===== src/rtl/run_detector_pkg.sv =====
// Shared definitions for the run-length detector: mode encodings and the
// rule that folds the reserved mode onto level behaviour.
package run_detector_pkg;

    typedef enum logic [1:0] {
        MODE_LEVEL  = 2'b00,
        MODE_PULSE  = 2'b01,
        MODE_RETRIG = 2'b10,
        MODE_RSVD   = 2'b11
    } mode_e;

    // Map the raw mode input onto the behaviour actually implemented;
    // the reserved encoding behaves exactly like level mode.
    function automatic mode_e decode_mode(input logic [1:0] raw);
        mode_e m;
        case (raw)
            2'b01:   m = MODE_PULSE;
            2'b10:   m = MODE_RETRIG;
            default: m = MODE_LEVEL;
        endcase
        return m;
    endfunction

endpackage


===== src/rtl/run_detector_sat_counter.sv =====
// Saturating up-counter with synchronous clear. Reset beats clear, clear
// beats increment, and the count sticks at all-ones instead of wrapping.
module sat_counter #(
    parameter int W = 4
) (
    input  logic         clk,
    input  logic         reset,
    input  logic         i_inc,
    input  logic         i_clr,
    output logic [W-1:0] o_cnt
);

    localparam logic [W-1:0] CNT_MAX  = {W{1'b1}};
    localparam logic [W-1:0] CNT_ZERO = {W{1'b0}};

    logic [W-1:0] r_cnt;

    // Count register: reset, then clear, then saturating increment.
    always_ff @(posedge clk) begin
        if (reset) begin
            r_cnt <= CNT_ZERO;
        end else if (i_clr) begin
            r_cnt <= CNT_ZERO;
        end else if (i_inc && (r_cnt != CNT_MAX)) begin
            r_cnt <= r_cnt + W'(1);
        end else begin
            r_cnt <= r_cnt;
        end
    end

    assign o_cnt = r_cnt;

endmodule


===== src/rtl/run_detector.sv =====
// Serial run-length detector: tracks the current run of the selected bit
// value, flags matches against a threshold in level, pulse or retrigger
// mode, and counts match events in a saturating counter.
module run_detector
    import run_detector_pkg::*;
#(
    parameter int RUN_W = 4,
    parameter int CNT_W = 8
) (
    input  logic             clk,
    input  logic             reset,
    input  logic             in_valid,
    input  logic             in,
    input  logic             polarity,
    input  logic [RUN_W-1:0] threshold,
    input  logic [1:0]       mode,
    input  logic             clr_count,
    output logic             out,
    output logic [RUN_W-1:0] run_len,
    output logic [CNT_W-1:0] match_count,
    output logic             cfg_err
);

    localparam logic [RUN_W-1:0] RUN_MAX  = {RUN_W{1'b1}};
    localparam logic [RUN_W-1:0] RUN_ZERO = {RUN_W{1'b0}};

    logic             r_out;
    logic [RUN_W-1:0] r_seg;
    logic             r_cfg_err;

    logic             w_qual;
    logic             w_break;
    logic             w_thr_zero;
    mode_e            w_mode;
    logic [RUN_W-1:0] w_run_next;
    logic [RUN_W:0]   w_seg_inc;
    logic             w_out_raw;
    logic             w_event_raw;
    logic [RUN_W-1:0] w_seg_raw;
    logic             w_out_next;
    logic             w_event;
    logic [RUN_W-1:0] w_seg_next;

    assign w_qual     = in_valid && (in == polarity);
    assign w_break    = in_valid && (in != polarity);
    assign w_thr_zero = (threshold == RUN_ZERO);
    assign w_mode     = decode_mode(mode);

    // Run length as it will be after this edge; the match decision is made
    // against this so out lines up with the run_len loaded on the same edge.
    always_comb begin
        w_run_next = run_len;
        if (w_qual) begin
            w_run_next = (run_len == RUN_MAX) ? RUN_MAX : (run_len + RUN_W'(1));
        end else if (w_break) begin
            w_run_next = RUN_ZERO;
        end else begin
            w_run_next = run_len;
        end
    end

    // Per-mode match decision and segment-counter update.
    always_comb begin
        w_out_raw   = 1'b0;
        w_event_raw = 1'b0;
        w_seg_raw   = RUN_ZERO;
        w_seg_inc   = {1'b0, r_seg} + (RUN_W + 1)'(1);
        case (w_mode)
            MODE_PULSE: begin
                // Only the edge where the run first reaches N, so a run
                // saturated at N does not keep pulsing.
                w_out_raw   = w_qual && (w_run_next == threshold) && (run_len != threshold);
                w_event_raw = w_out_raw;
            end
            MODE_RETRIG: begin
                if (!in_valid) begin
                    w_seg_raw = r_seg;
                end else if (w_qual) begin
                    // >= rather than == so a threshold lowered below the
                    // current segment fires immediately instead of wrapping.
                    if (w_seg_inc >= {1'b0, threshold}) begin
                        w_out_raw = 1'b1;
                        w_seg_raw = RUN_ZERO;
                    end else begin
                        w_seg_raw = w_seg_inc[RUN_W-1:0];
                    end
                end else begin
                    w_seg_raw = RUN_ZERO;
                end
                w_event_raw = w_out_raw;
            end
            default: begin
                // Level: invalid cycles hold the indication.
                w_out_raw   = in_valid ? (w_run_next >= threshold) : r_out;
                w_event_raw = w_out_raw && !r_out;
            end
        endcase
        // A zero threshold is a configuration error: no matches, no segment.
        w_out_next = w_thr_zero ? 1'b0 : w_out_raw;
        w_event    = w_thr_zero ? 1'b0 : w_event_raw;
        w_seg_next = w_thr_zero ? RUN_ZERO : w_seg_raw;
    end

    // Registered match indication, segment counter and config error flag.
    always_ff @(posedge clk) begin
        if (reset) begin
            r_out     <= 1'b0;
            r_seg     <= RUN_ZERO;
            r_cfg_err <= 1'b0;
        end else begin
            r_out     <= w_out_next;
            r_seg     <= w_seg_next;
            r_cfg_err <= w_thr_zero;
        end
    end

    sat_counter #(.W(RUN_W)) u_run_cnt (
        .clk   (clk),
        .reset (reset),
        .i_inc (w_qual),
        .i_clr (w_break),
        .o_cnt (run_len)
    );

    sat_counter #(.W(CNT_W)) u_match_cnt (
        .clk   (clk),
        .reset (reset),
        .i_inc (w_event),
        .i_clr (clr_count),
        .o_cnt (match_count)
    );

    assign out     = r_out;
    assign cfg_err = r_cfg_err;

endmodule


===== config.mk =====
export PLATFORM = sky130hd
export DESIGN_NAME = run_detector
export DESIGN_NICKNAME = d
export VERILOG_FILES = /design/src/rtl/run_detector_pkg.sv /design/src/rtl/run_detector_sat_counter.sv /design/src/rtl/run_detector.sv
export SDC_FILE = /design/constraint.sdc
export NUM_CORES = 1
export LEC_CHECK = 0
export ABC_AREA = 1
export ABC_CLOCK_PERIOD_IN_PS = 2500
export CAP_MARGIN = 20
export CORE_MARGIN = 8
export CORE_UTILIZATION = 25
export CTS_CLUSTER_SIZE = 25
export DETAILED_ROUTE_END_ITERATION = 12
export SYNTH_ARGS = -nofsm -noshare
export SYNTH_HDL_FRONTEND = slang
export SYNTH_HIERARCHICAL = 1
export SYNTH_SLANG_ARGS = --single-unit

===== constraint.sdc =====
create_clock -name clk -period 2.5 [get_ports clk]
set_input_delay 0.5 -clock clk [delete_from_list [all_inputs] [get_ports clk]]
set_output_delay 0.5 -clock clk [all_outputs]
set_load 0.01 [all_outputs]

Yosys cells after proc, flatten, opt, wreduce, memory -nomap -nowiden
Cells that the tools add are included. Widths: inputs -> output; s select.

$add $sub $neg: 3. Order comparisons: 2. Equal/unequal tests: 11. Multiplexer cells: 13. Bitwise operators: 1. Reduce and logical (&&, ||, !) cells: 13.

Operators by type and width (number): $mux 4 (5); $add 8x1->8 const B (1); $ne 8x8->1 const B (1); $logic_and 1x1->1 (7); $reduce_or 2->1 (3); $add 4x1->5 const B (1); $ge 5x4->1 (1); $mux 1 (5); $add 4x1->4 const B (1); $eq 2x1->1 const B (2); $eq 2x2->1 const B (2); $eq 4x4->1 (1); $eq 4x4->1 const B (1); $ge 4x4->1 (1); $logic_not 4->1 (1); $ne 4x4->1 (1); $ne 4x4->1 const B (1); $pmux 1 s2 (2); $pmux 2 s2 (1); $reduce_or 3->1 (1); $eq 1x1->1 (1); $logic_not 1->1 (1); $ne 1x1->1 (1); $not 1->1 (1).

Register bits after elaboration: 18. Input bits: 12. Output and inout port bits: 14. Logic and storage cells: 48.

Longest topological paths before layout
Gate-level depths: netlist of the first run.

Word-level depth: 10. Mapped depth: 20. Depth with buffers taken out: 19.

By module
Netlist of the first run, hierarchy kept.

By module, submodules not included: run_detector (times used 1, cells each 122, area an instance 775.7 µm², sequential area each 120.1 µm²); sat_counter (u_match_cnt) (times used 1, cells each 73, area an instance 460.4 µm², sequential area each 160.2 µm²); sat_counter (u_run_cnt) (times used 1, cells each 30, area an instance 224.0 µm², sequential area each 80.1 µm²).

Least setup slack after synthesis of the first run
OpenSTA, ideal clock, no wires.

Path kind: flip-flop to flip-flop. From: register u_run_cnt.r_cnt[0], in the netlist u_run_cnt/o_cnt[0]. To: register u_match_cnt.r_cnt[7], in the netlist u_match_cnt/o_cnt[7]. Arrival: 2.393 ns. Required time: 2.383 ns. Slack: -0.010 ns. Cell stages (with the launch flop): 18. Cell sequence: dfxtp_1 ha_1 nand3_1 nand2_1 nand2_1 o21ai_1 inv_1 ha_1 nand3_1 nor2_1 nand2_1 nand2_1 nand2_1 a21oi_1 clkbuf_1 nand2_1 nor2_1 nor2_1.

Cells in the longest elaborated chain, start to end: 9.

Ends and longest elaborated chain: start, declared (RTL line run_detector_sat_counter.sv:16) `logic [W-1:0] r_cnt;`; start signal, assigned (RTL line run_detector_sat_counter.sv:25) `r_cnt <= r_cnt + W'(1);`; start signal, assigned (RTL line run_detector_sat_counter.sv:27) `r_cnt <= r_cnt;`; $add 4x1->4 or $eq 4x4->1 (tied branches) (RTL line run_detector.sv:54) `w_run_next = (run_len == RUN_MAX) ? RUN_MAX : (run_len + RUN_W'(1));`; $mux 4 (RTL line run_detector.sv:54); $mux 4 (RTL line run_detector.sv:53) `if (w_qual) begin`; $ge 4x4->1 or $eq 4x4->1 (tied branches) (RTL line run_detector.sv:94, run_detector.sv:72); $mux 1 or $logic_and 1x1->1 (tied branches) (RTL line run_detector.sv:94, run_detector.sv:72); $logic_and 1x1->1 (on tied branches) (RTL line run_detector.sv:95, run_detector.sv:72); $pmux 1 s2 * (RTL line run_detector.sv:68) `case (w_mode)`; $mux 1 * (RTL line run_detector.sv:100) `w_event = w_thr_zero ? 1'b0 : w_event_raw;`; via w_event (RTL line run_detector.sv:41) `logic w_event;`; $logic_and 1x1->1 * (RTL line run_detector_sat_counter.sv:24) `end else if (i_inc && (r_cnt != CNT_MAX)) begin`; end signal, assigned (RTL line run_detector_sat_counter.sv:25); end signal, assigned (RTL line run_detector_sat_counter.sv:27); end, declared (RTL line run_detector_sat_counter.sv:16).

The timed path passes the listed nets; every way through them passes the cells marked *. A chain may end at the register's enable or synchronous reset.

Worst setup path in the final report of the first run
From: input port polarity. To: register u_match_cnt.r_cnt[4], in the netlist u_match_cnt/o_cnt[4].

RTL lines: start, declared (RTL line run_detector.sv:14) `input logic polarity,`; $eq 1x1->1 * (RTL line run_detector.sv:44) `assign w_qual = in_valid && (in == polarity);`; $logic_and 1x1->1 * (RTL line run_detector.sv:44); via w_qual (RTL line run_detector.sv:31) `logic w_qual;`; $mux 4 (RTL line run_detector.sv:53); $ge 4x4->1 or $eq 4x4->1 (tied branches) (RTL line run_detector.sv:94, run_detector.sv:72); $mux 1 or $logic_and 1x1->1 (tied branches) (RTL line run_detector.sv:94, run_detector.sv:72); $logic_and 1x1->1 (on tied branches) (RTL line run_detector.sv:95, run_detector.sv:72); $pmux 1 s2 * (RTL line run_detector.sv:68); $mux 1 * (RTL line run_detector.sv:100); via w_event (RTL line run_detector.sv:41); $logic_and 1x1->1 * (RTL line run_detector_sat_counter.sv:24).

Marked as above.

==> summary.txt, run 1 <==
=================================================================================
Count of hold buffers inserted by post-cts repair ..................            0
Routed length per instance .........................................      10.4 um
Cell Area, Synth ...................................................    1460 um^2
Max Cap Viol .......................................................            0
Number of nets with antenna violations after detailed routing ......            0
Run status ......................................................... complete, no violations
Time the final worst path needs with I/O delays and setup ..........      2310 ps
GRT Residual Overflow ..............................................            0
Routed WL ..........................................................      3.65 mm
Crit path required time ............................................      2650 ps
Root cell of the clock tree ........................................     clkbuf_8
Number of clock sinks seen by CTS ..................................           18
Buffer depth of the longest clock path .............................            2
Setup Slack @ Placement ............................................      -480 ps
DP Wirelength ......................................................      2.96 mm
Largest driver fanout on the critical path .........................            4
Type of destination of the critical path ...........................         flop
Number of global-route vias before repair ..........................         1500
Logic depth of the worst register-to-register path .................           17
Reg-to-reg startpoint .............................................. u_run_cnt/o_cnt[1]$_SDFFE_PP0P_
Area of the die ....................................................    8540 um^2
Die Ht .............................................................      92.4 um
Yosys warns ........................................................            6
Static leakage .....................................................     0.927 nW
Placeable core region ..............................................    5780 um^2
Register bit total from synthesis ..................................           18
Mean post-synth cell area ..........................................    6.49 um^2
Final weighted congestion of routability-driven global placement ...        0.807
Count of pins over their slew limit ................................            0
Post-synthesis net count ...........................................          251
Transition time of the tightest slew-check pin .....................       521 ps
Crit path DAT ......................................................      2460 ps
Power density over the cells .......................................  350 nW/um^2
Final cycle utilization of the critical path .......................        92.4%
Total clock buffers created by CTS .................................            3
Vias per cell ......................................................         4.33
Placement Rows .....................................................           28
CP endpoint ........................................................ u_match_cnt/o_cnt[4]$_SDFFE_PP0P_
Final setup vio count ..............................................            0
Synthesized instance count .........................................          225
First-pass GRT wire length .........................................      6.56 mm
Max VDD drop .......................................................       215 uV
Via total after detailed routing ...................................         1520
Total negative slack for setup checks ..............................         0 ps
Initial antenna violation count ....................................            0
Maximum frequency from static timing analysis ......................      433 MHz
WS Path Type .......................................................    in -> reg
Critical R2R Capture ............................................... u_match_cnt/o_cnt[4]$_SDFFE_PP0P_
Die boundary width .................................................      92.4 um
Clock slew seen by the registers of the worst setup and hold paths .        70 ps
DRC violation count after routing ..................................            0
Kind of path behind the tightest hold check ........................   reg -> reg
Register-to-register path setup slack ..............................       200 ps
Fill cell total of the finished layout .............................          612
Clock insertion delay at the later pin of the skew report ..........       250 ps
Final hold vios ....................................................            0
Beginning of the critical path .....................................     polarity
Number of placed instances, taps included ..........................          342
Smallest hold slack ................................................       492 ps
Utilization after layout ...........................................        36.3%
H-tree depth reported by CTS .......................................            1
Relative area change from synthesis to final layout ................        43.7%
Pin count of the biggest net entering global routing ...............           11
Iteration-0 DRC count of the detailed router .......................           39
Number of nets in the final layout .................................          303
Category of the worst setup path launch point ......................   input port
TritonCTS clock tree ...............................................        built
Quantity of I/O buffers inserted on ports ..........................           25
Starting density of the core .......................................        25.3%
Seq/Total Area, Yosys ..............................................        24.7%
Number of detailed-route iterations in the first pass ..............            4
Overall routing resource usage .....................................        9.21%
Number of standard cells in the layout, taps in and fillers out ....          351
I/O pins ...........................................................           26
Post-Route Skew ....................................................      4.35 ps
Number of antenna repair diodes ....................................            0
Post-synth cell types ..............................................           27
PnR worst setup slack ..............................................       190 ps
Worst slew margin ..................................................        65.1%
Ratio of cells with drive above 1 in the final layout ..............        26.1%
=================================================================================
[placed cells by master (no fill, tap or decap)]
master,Yosys,layout
nand2_1,59,56
nor2_1,30,28
buf_4,1,24
inv_1,26,23
clkdlybuf4s50_1,0,22
nand3_1,19,16
dfxtp_1,18,15
inv_2,10,13
a21oi_1,13,12
ha_1,14,12
nand2_2,4,7
o21ai_0,7,5
nand4_1,5,5
nand3_2,1,4
clkbuf_8,0,4
o21ai_1,2,3
nor2_4,2,3
o21a_1,2,2
nor2_2,1,2
a21oi_2,2,2
clkdlybuf4s15_1,0,2
dfxtp_4,0,2
xnor2_2,1,1
xor2_1,1,1
o21ai_2,0,1
xnor2_1,1,1
nand2_4,1,1
xor2_2,1,1
nand4_2,1,1
a21oi_4,0,1
ha_2,0,1
ha_4,0,1
dlygate4sd2_1,0,1
nand3_4,1,1
nor2_8,1,1
dfxtp_2,0,1
[cell families (layout without fill, tap and decap cells)]
family                     Yosys count  in the layout  share of synthesized area, %
buffers and inverters               38             89                          10.0
adders and majority gates           14             14                          12.0
AOI/OAI and AO/OA                   26             26                          9.77
xor gates and xnor gates             4              4                          3.43
and+or+nand+nor                    125            125                          40.1
DFF                                 18             18                          24.7
[per-stage QoR]
stage                     power [W]  instance area [um^2]
after global placement     0.000476                  1940
after global routing       0.000782                  2100
final                      0.000735                  2100
after floorplan            0.000397                  1460
after CTS                  0.000725                  2010
after detailed placement   0.000478                  1940
[synthesized netlist by cell type (all sizes together)]
master  count  area share (%)
a21oi      15             5.7
buf         1            0.51
clkbuf      1            0.26
dfxtp      18              25
ha         14              12
inv        36             9.3
nand2      64              18
nand3      21             8.4
nand4       6             3.0
nor2       34              11
o21a        2             1.0
o21ai       9             3.1
xnor2       2             1.7
xor2        2             1.7
[state kept, by name, summed over array words and instances, names as in the netlist]
register and cells:
r_seg 4, cfg_err 1, u_match_cnt/o_cnt 8, u_run_cnt/o_cnt 4, out 1
[area by class of cell]
cell class	instances	area [um^2]	share of cell area [%]
Inverter	36	135	6.44
Sequential cell	18	369	17.6
Timing Repair Buffer	49	429	20.5
Multi-Input combinational cell	169	1020	48.4
Tap cell	75	93.8	4.47
Clock buffer	4	55.1	2.62
[worst min path at each step]
stage	start	to	slack [ps]	cells past startpoint
floorplan	r_seg[1]$_SDFFE_PP0P_	r_seg[1]$_SDFFE_PP0P_	460	2
global placement	r_seg[1]$_SDFFE_PP0P_	r_seg[1]$_SDFFE_PP0P_	480	2
detailed placement	r_seg[1]$_SDFFE_PP0P_	r_seg[1]$_SDFFE_PP0P_	490	2
CTS	r_seg[1]$_SDFFE_PP0P_	r_seg[1]$_SDFFE_PP0P_	500	2
global route	r_seg[1]$_SDFFE_PP0P_	r_seg[1]$_SDFFE_PP0P_	540	2
finish	r_seg[1]$_SDFFE_PP0P_	r_seg[1]$_SDFFE_PP0P_	490	2
[worst max-delay path, stage by stage]
cell and delay [ps]:
clkdlybuf4s15_1 200, xnor2_2 160, nand2_2 80, inv_2 60, nand2_2 70, o21ai_2 50
ha_1 290, inv_1 50, nor2_1 100, o21ai_1 70, nand4_1 130, nand3_2 120
a21oi_4 210, nand2_1 90, nor2_2 110, nand3_1 80, nand2_1 70, nor2_1 40
[per-layer routing]
metal,part of all wire (%),up-vias,routed length [um],track usage [%]
met5,0,-,0,0
met4,1.0,0,38,3.09
met3,2.8,2,102,2.18
met2,53,25,1920,16.7
met1,43,677,1580,10.3
li1,-,816,-,-
[power by group]
part	internal (W)	leakage (nW)	total (W)	switching (W)
clock	0.000140	0.0288	0.000241	0.000102
sequential	0.000292	0.148	0.000300	0.00000721
combinational	0.0000964	0.751	0.000194	0.0000973
[repair_timing]
| item | in CTS | in global routing |
|---|---|---|
| resized for setup | 7 | 21 |
| setup buffers | 1 | 4 |
| endpoints found under the setup margin | 8 | 8 |
| pin swaps | 3 | 12 |
Power figures use the tool's default switching activity.
==> run 2: changes to the inputs <==
--- a/config.mk
+++ b/config.mk
@@ -12,6 +12,7 @@
 export CORE_UTILIZATION = 25
 export CTS_CLUSTER_SIZE = 25
 export DETAILED_ROUTE_END_ITERATION = 12
+export PLACE_DENSITY = 0.56
 export SYNTH_ARGS = -nofsm -noshare
 export SYNTH_HDL_FRONTEND = slang
 export SYNTH_HIERARCHICAL = 1
==> run 2 against run 1 <==
Flip-flop and latch count stayed put. Sequential share of layout area increased by 0.14 points. Setup slack got worse by 38 ps. Critical endpoint unchanged. Die area unchanged. Routed wire length rose by 1.8%. Largest cell class unchanged. Worst hold slack better by 3.5 ps. Clock-buffer cell count down 1. Clock power shrank 18%. Maximum frequency down 1.6%. Final area shrank 1.8%. Sequential power about the same. Critical path depth decreased by 1.
==> summary.txt, run 2 (synthesis gave the netlist of run 1 again) <==
==================================================================================
Total negative slack for setup checks ...............................         0 ps   unchanged
Static leakage ......................................................     0.910 nW   -1.8%
Placement Rows ......................................................           28   unchanged
Iteration-0 DRC count of the detailed router ........................           66   +69%
Area of the die .....................................................    8540 um^2   unchanged
Clock insertion delay at the later pin of the skew report ...........       250 ps   about the same
Power density over the cells ........................................  331 nW/um^2   -5.4%
Final cycle utilization of the critical path ........................        93.9%   +1.5 points
Switching share of power ............................................        28.3%   +0.27 points
WS Path Type ........................................................    in -> reg
Crit path required time .............................................      2640 ps   about the same
Crit path DAT .......................................................      2490 ps   +30 ps
Ratio of cells with drive above 1 in the final layout ...............        24.2%   -1.9 points
Routed WL ...........................................................      3.71 mm   +1.8%
Run status .......................................................... complete, no violations
Relative area change from synthesis to final layout .................        41.1%
Initial antenna violation count .....................................            0   unchanged
Max VDD drop ........................................................       174 uV   -19%
GRT Residual Overflow ...............................................            0   unchanged
Via total after detailed routing ....................................         1477   -2.8%
Placed standard-cell area ...........................................    1940 um^2   unchanged
Max Cap Viol ........................................................            0   unchanged
Final hold vios .....................................................            0   unchanged
Reg-to-reg startpoint ............................................... u_run_cnt/o_cnt[1]$_SDFFE_PP0P_
Vias per cell .......................................................         4.24   -2.0%
Number of clock sinks seen by CTS ...................................           18   unchanged
Number of placed instances, taps included ...........................          342   unchanged
Category of the worst setup path launch point .......................   input port
Starting density of the core ........................................        25.3%   unchanged
Wire length on met2 .................................................      1.91 mm   -0.57%
Number of nets with antenna violations after detailed routing .......            0   unchanged
Largest driver fanout on the critical path ..........................            4   unchanged
Buffer depth of the longest clock path ..............................            2   unchanged
Number of standard cells in the layout, taps in and fillers out .....          348   -0.85%
Quantity of I/O buffers inserted on ports ...........................           25   unchanged
Net Switching .......................................................   0.000193 W   -6.2%
Combinational share of power ........................................        26.9%   +0.5 points
Post-route standard cell area excluding fillers .....................    2060 um^2   -1.8%
Share of total power in the clock network ...........................        29.0%   -3.9 points
Wire length on met1 .................................................      1.70 mm   +7.0%
Die Ht ..............................................................      92.4 um   unchanged
Smallest hold slack .................................................       495 ps   +3.54 ps
Start point of the worst hold path .................................. r_seg[1]$_SDFFE_PP0P_
Post-Route Skew .....................................................     0.801 ps   -3.55 ps
Root cell of the clock tree .........................................     clkbuf_8
Kind of path behind the tightest hold check .........................   reg -> reg
Highest routing layer actually used .................................         met4
I/O pins ............................................................           26   unchanged
Number of nets in the final layout ..................................          301   -0.66%
Sequential power share ..............................................        44.1%   +3.3 points
First-pass GRT wire length ..........................................      6.00 mm   -8.4%
Pin count of the biggest net entering global routing ................           11   unchanged
Count of hold buffers inserted by post-cts repair ...................            0   unchanged
Clock slew seen by the registers of the worst setup and hold paths ..        70 ps   about the same
Number of detailed-route iterations in the first pass ...............            4   unchanged
Maximum frequency from static timing analysis .......................      426 MHz   -1.6%
Worst slew margin ...................................................        65.0%   -0.10 points
Die boundary width ..................................................      92.4 um   unchanged
Overall routing resource usage ......................................        8.47%   -0.75 points
DRC violation count after routing ...................................            0   unchanged
Number of global-route vias before repair ...........................         1309   -13%
Internal portion of total power .....................................   0.000489 W   -7.4%
Most frequent cells in the layout ................................... nand2_1, nor2_1, inv_1
Final setup vio count ...............................................            0   unchanged
Count of pins over their slew limit .................................            0   unchanged
Type of destination of the critical path ............................         flop
Flip-flop count of the largest register, all copies and words added .            8   unchanged
Commonest non-fill, non-tap cell in the layout ......................      nand2_1
Beginning of the critical path ......................................     in_valid
Number of antenna repair diodes .....................................            0   unchanged
Met3 layer wire length in the routed design .........................        68 um   -33%
Placeable core region ...............................................    5780 um^2   unchanged
Transition time of the tightest slew-check pin ......................       522 ps   +1.56 ps
Final weighted congestion of routability-driven global placement ....        0.810   +0.31%
TritonCTS clock tree ................................................        built
Total clock buffers created by CTS ..................................            3   unchanged
Time the final worst path needs with I/O delays and setup ...........      2350 ps   +38.4 ps
H-tree depth reported by CTS ........................................            1   unchanged
DP Wirelength .......................................................      2.94 mm   -0.75%
Routed length per instance ..........................................      10.7 um   +2.6%
==================================================================================
-- run 2: cell types whose count changed in the layout (fill, tap and decap cells not counted), moves of 2 or more --
cell,change
inv_2,-2
clkbuf_2,+2
o21ai_1,+2
inv_1,+2
clkdlybuf4s15_1,-2
buf_4,-3
-- run 2: worst paths after layout --
| check | endpoint | slack, ps | cells after the start |
|---|---|---|---|
| max | u_match_cnt/o_cnt[4]$_SDFFE_PP0P_ | 150 | 17 |
| max reg2reg | u_match_cnt/o_cnt[4]$_SDFFE_PP0P_ | 160 | 18 |
| min | r_seg[1]$_SDFFE_PP0P_ | 500 | 2 |
| min reg2reg | r_seg[1]$_SDFFE_PP0P_ | 500 | 2 |
-- run 2: final cells by class --
type | instances | area [um^2]
clock buffer | 3 | 41.3
fill | 626 | 3720
inverter | 36 | 135
multi-input combinational | 169 | 1020
sequential | 18 | 365
tap | 75 | 93.8
timing repair buffer | 47 | 408
-- run 2: what timing repair did --
action,CTS,global route
setup endpoints to repair,8,8
pin swaps,3,17
buffers inserted,0,3
gates resized for setup,7,20
-- run 2: layer usage --
metal	vias up	global-route usage, %
met5	-	0
met1	648	10.0
met4	0	2.01
met2	15	15.1
met3	2	1.86
li1	812	-
-- run 2: power groups by stage --
stage	sequential, W	clock (W)	combinational [W]
after floorplan	0.000312	0	0.0000855
after global placement	0.000307	0	0.000169
after detailed placement	0.000307	0	0.000170
after CTS	0.000301	0.000206	0.000171
after global routing	0.000302	0.000223	0.000206
final	0.000301	0.000198	0.000184
-- run 2: through the flow --
| step | total power [W] | util [%] | worst slack (ps) |
|---|---|---|---|
| after floorplan | 0.000397 | - | 45.1 |
| after global placement | 0.000477 | 33.5 | -391 |
| after detailed placement | 0.000478 | 33.5 | -434 |
| after CTS | 0.000677 | 34.3 | 61.8 |
| after global routing | 0.000731 | 35.6 | -15.8 |
| final | 0.000683 | 35.6 | 152 |
-- run 2: critical path, cell delays in order --
cell           delay [ps]
dlygate4sd2_1         300
nand2_2               110
inv_2                  50
nand2_1                60
o21ai_1                70
ha_1                  320
inv_1                  50
nor2_1                 90
o21ai_1                70
nand4_1               150
nand3_2               120
a21oi_4               220
nand2_2               100
nor2_4                110
nand3_2                60
nand2_1                60
nor2_1                 40
==> run 3: changes to the inputs <==
--- a/config.mk
+++ b/config.mk
@@ -5,15 +5,15 @@
 export SDC_FILE = /design/constraint.sdc
 export NUM_CORES = 1
 export LEC_CHECK = 0
-export ABC_AREA = 1
 export ABC_CLOCK_PERIOD_IN_PS = 2500
 export CAP_MARGIN = 20
 export CORE_MARGIN = 8
 export CORE_UTILIZATION = 25
 export CTS_CLUSTER_SIZE = 25
 export DETAILED_ROUTE_END_ITERATION = 12
-export PLACE_DENSITY = 0.56
+export PLACE_DENSITY = 0.57
 export SYNTH_ARGS = -nofsm -noshare
 export SYNTH_HDL_FRONTEND = slang
 export SYNTH_HIERARCHICAL = 1
 export SYNTH_SLANG_ARGS = --single-unit
+export TNS_END_PERCENT = 100
==> run 3 against run 2 <==
The run now ends with setup timing left. Die area fell by 6.3%. Combinational power shrank 4%. Area after synthesis shrank 7.6%. Core utilization rose by 8.3 points. Setup slack worse by 270 ps. Register-to-register slack got worse by 270 ps. Clock power rose by 25%. Clock-buffer cell count is 1 higher. Non-clock buffer count is 24 higher. Largest power group unchanged.
==> summary.txt, run 3 <==
==================================================================================
Run status .......................................................... finished, violations left
Violations in the final reports ..................................... setup timing
Final hold vios .....................................................            0   unchanged
Ordered list of cells on the worst path ............................. ha_4 -> nor3b_2 -> o21ai_1 -> o21a_1 -> ha_4 -> nand4_1 -> nand4b_1 -> a31oi_4 -> and4_4 -> buf_6 -> a31oi_4 -> a2111oi_4
Highest routing layer actually used .................................         met4
Placement Rows ......................................................           26   -7.1%
Share of synthesized registers carrying an async set or reset .......           0%   unchanged
Post-Route Skew .....................................................      1.99 ps   +1.18 ps
GRT Residual Overflow ...............................................            0   unchanged
Transition time of the tightest slew-check pin ......................       497 ps   -25.0 ps
Dominant combinational cell family by area after synthesis .......... simple AND/OR/NAND/NOR gates
H-tree depth reported by CTS ........................................            1   unchanged
I/O pins ............................................................           26   unchanged
Commonest non-fill, non-tap cell in the layout ......................        buf_4
Number of antenna repair diodes .....................................            0   unchanged
Critical R2R Capture ................................................ u_match_cnt/o_cnt[5]$_SDFFE_PP0P_
Post-synthesis cell type with the largest combined area .............      dfxtp_1
Max Cap Viol ........................................................            0   unchanged
Category of the worst setup path launch point .......................         flop
Register-to-register path setup slack ...............................      -110 ps   -270 ps
Clock slew seen by the registers of the worst setup and hold paths ..        70 ps   about the same
Share of the synthesized area in the top cell type ..................        26.7%   +2.0 points
Met3 layer wire length in the routed design .........................       189 um   +180%
Largest driver fanout on the critical path ..........................            5   +1
DP Wirelength .......................................................      2.75 mm   -6.5%
Crit path required time .............................................      2670 ps   +30 ps
Placed standard-cell area ...........................................    1990 um^2   +2.8%
Fraction of the mapped netlist area in adder cells ..................        13.0%   +0.99 points
Wire length on met2 .................................................      1.88 mm   -1.5%
Start point of the worst hold path .................................. r_seg[2]$_SDFFE_PP0P_
Die Ht ..............................................................      89.5 um   -3.2%
Total power of the final layout .....................................   0.000719 W   +5.4%
Number of clock sinks seen by CTS ...................................           18   unchanged
Type of destination of the critical path ............................         flop
Time the final worst path needs with I/O delays and setup ...........      2610 ps   +266 ps
Clock insertion delay at the later pin of the skew report ...........       260 ps   about the same
Most used flip-flop cell after synthesis ............................      dfxtp_1
Static leakage ......................................................     0.885 nW   -2.8%
Post-synthesis simple-gate area fraction ............................        25.8%   -14 points
Area fraction in compound gates after synthesis .....................        21.9%   +12 points
Maximum frequency from static timing analysis .......................      382 MHz   -10%
Smallest hold slack .................................................       494 ps   -1.08 ps
Mux share of post-synthesis cell area ...............................        5.29%   +5.3 points
PnR worst setup slack ...............................................      -115 ps   -266 ps
Beginning of the critical path ...................................... u_run_cnt/o_cnt[1]$_SDFFE_PP0P_
Most frequent cells in the layout ................................... buf_4, clkdlybuf4s50_1, nand2_1
Wire length on met1 .................................................      1.71 mm   +0.77%
DRC violation count after routing ...................................            0   unchanged
Power density over the cells ........................................  317 nW/um^2   -4.4%
Flip-flop count of the largest register, all copies and words added .            8   unchanged
Cell type of the slowest stage on the worst timing path .............      dfxtp_4
Number of placed instances, taps included ...........................          282   -18%
Initial antenna violation count .....................................            0   unchanged
Utilization after layout ............................................        43.9%   +8.3 points
Ratio of cells with drive above 1 in the final layout ...............        39.9%   +16 points
Most instantiated library cell after synthesis ......................      dfxtp_1
Total clock buffers created by CTS ..................................            3   unchanged
Number of nets with antenna violations after detailed routing .......            0   unchanged
Worst slew margin ...................................................        66.6%   +1.5 points
Post-synthesis net count ............................................          180   -28%
Die boundary width ..................................................      89.5 um   -3.2%
Yosys warns .........................................................            6   unchanged
Crit path DAT .......................................................      2780 ps   +290 ps
Synthesized instance count ..........................................          154   -32%
Number of global-route vias before repair ...........................         1415   +8.1%
Largest incremental delay on the critical path ......................       360 ps   +40 ps
Relative area change from synthesis to final layout .................        68.4%
Mean post-synth cell area ...........................................    8.76 um^2   +35%
Seq/Total Area, Yosys ...............................................        26.7%   +2.0 points
Root cell of the clock tree .........................................     clkbuf_8
Pin count of the biggest net entering global routing ................           11   unchanged
Starting density of the core ........................................        26.1%   +0.82 points
Number of enable flip-flop cells after synthesis ....................            0   unchanged
Kind of path behind the tightest hold check .........................   reg -> reg
Cell Area, Synth ....................................................    1350 um^2   -7.6%
Post-route standard cell area excluding fillers .....................    2270 um^2   +10%
Buffer depth of the longest clock path ..............................            2   unchanged
Number of nets in the final layout ..................................          255   -15%
Placeable core region ...............................................    5170 um^2   -11%
CP endpoint ......................................................... u_match_cnt/o_cnt[5]$_SDFFE_PP0P_
Post-synth cell types ...............................................           47   +74%
Fraction of synthesized cell area in xor and xnor cells .............        3.90%   +0.47 points
Final setup vio count ...............................................            6   +6
Overall routing resource usage ......................................        9.77%   +1.3 points
WS Path Type ........................................................   reg -> reg
Cell types with the highest counts after synthesis .................. dfxtp_1, nand2_1, ha_1
Routed WL ...........................................................      3.80 mm   +2.4%
Logic depth of the worst register-to-register path ..................           12   -6
Max VDD drop ........................................................       206 uV   +19%
Quantity of I/O buffers inserted on ports ...........................           25   unchanged
Reg-to-reg startpoint ............................................... u_run_cnt/o_cnt[1]$_SDFFE_PP0P_
Area of the die .....................................................    8000 um^2   -6.3%
Number of detailed-route iterations in the first pass ...............            4   unchanged
Final cycle utilization of the critical path ........................         105%   +11 points
Vias per cell .......................................................         4.70   +11%
Count of pins over their slew limit .................................            0   unchanged
Register bit total from synthesis ...................................           18   unchanged
Unrepaired setup endpoints after global routing .....................         true
First-pass GRT wire length ..........................................      6.14 mm   +2.3%
Routed length per instance ..........................................      12.8 um   +20%
Iteration-0 DRC count of the detailed router ........................           36   -45%
Cells taking the most area after synthesis .......................... dfxtp_1, ha_1, mux2i_1
TritonCTS clock tree ................................................        built
Via total after detailed routing ....................................         1402   -5.1%
Number of standard cells in the layout, taps in and fillers out .....          298   -14%
Final weighted congestion of routability-driven global placement ....        0.754   -6.9%
==================================================================================
## run 3: changes by cell type in the layout (fill, tap and decap cells not counted), sizes merged, moves of 6 or more
cell / before / now
inv: 36 / 9
nand2: 64 / 17
buf: 22 / 48
nor2: 34 / 9
nand3: 21 / 8
mux2i: 0 / 6
## run 3: power by group
part	switching [W]	total, W	internal [W]
Sequential	0.00000432	0.000294	0.000289
Clock	0.000108	0.000248	0.000140
Combinational	0.0000792	0.000177	0.0000983
## run 3: cells by family (layout without fill, tap and decap cells)
| kind of cell | Yosys count | count (layout) |
|---|---|---|
| XOR/XNOR | 6 | 6 |
| flip-flops | 18 | 18 |
| adder cells (fa/ha/maj) | 14 | 14 |
| AND/OR/NAND/NOR | 62 | 62 |
| multiplexers | 7 | 7 |
| AO/OA/AOI/OAI | 36 | 36 |
| buffers and inverters | 11 | 85 |
## run 3: layout make-up
type | instances | area (um^2)
fill | 502 | 2900
timing repair buffer | 71 | 598
clock buffer | 4 | 55.1
multi-input combinational | 125 | 1120
tap | 70 | 87.6
inverter | 10 | 42.5
sequential | 18 | 369
## run 3: what timing repair did
action / 4_1_cts / 5_1_grt
pin swaps: 14 / 13
hold endpoints to repair: 0 / 0
setup buffers: 11 / 1
hold buffers: 0 / 0
resized for setup: 20 / 15
endpoints found under the setup margin: 8 / 9
## run 3: layer usage
metal  GRT usage, %  vias up
li1               -      724
met1           11.2      647
met2           17.0       29
met3           3.03        2
met4           2.72        0
met5              0        -
## run 3: worst min path at each step
stage                                  to  slack, ps  cells after the start
global route        r_seg[2]$_SDFFE_PP0P_        520                      2
global placement    r_seg[2]$_SDFFE_PP0P_        480                      2
CTS                 r_seg[2]$_SDFFE_PP0P_        500                      2
finish              r_seg[2]$_SDFFE_PP0P_        490                      2
floorplan           r_seg[3]$_SDFFE_PP0P_        470                      2
detailed placement  r_seg[2]$_SDFFE_PP0P_        490                      2
## run 3: stage by stage
| stage | TNS [ps] | worst slack (ps) |
|---|---|---|
| after floorplan | -173 | -89.0 |
| after global placement | -5020 | -750 |
| after detailed placement | -5300 | -791 |
| after CTS | -150 | -69.9 |
| after global routing | -1610 | -252 |
| final | -382 | -115 |
## run 3: critical path, delay by kind of cell (launching register included)
kind	cells	cell delay [ps]
buffers and inverters	1	120
AO/OA/AOI/OAI	5	710
flip-flops	1	360
adder cells (fa/ha/maj)	2	460
AND/OR/NAND/NOR	4	870
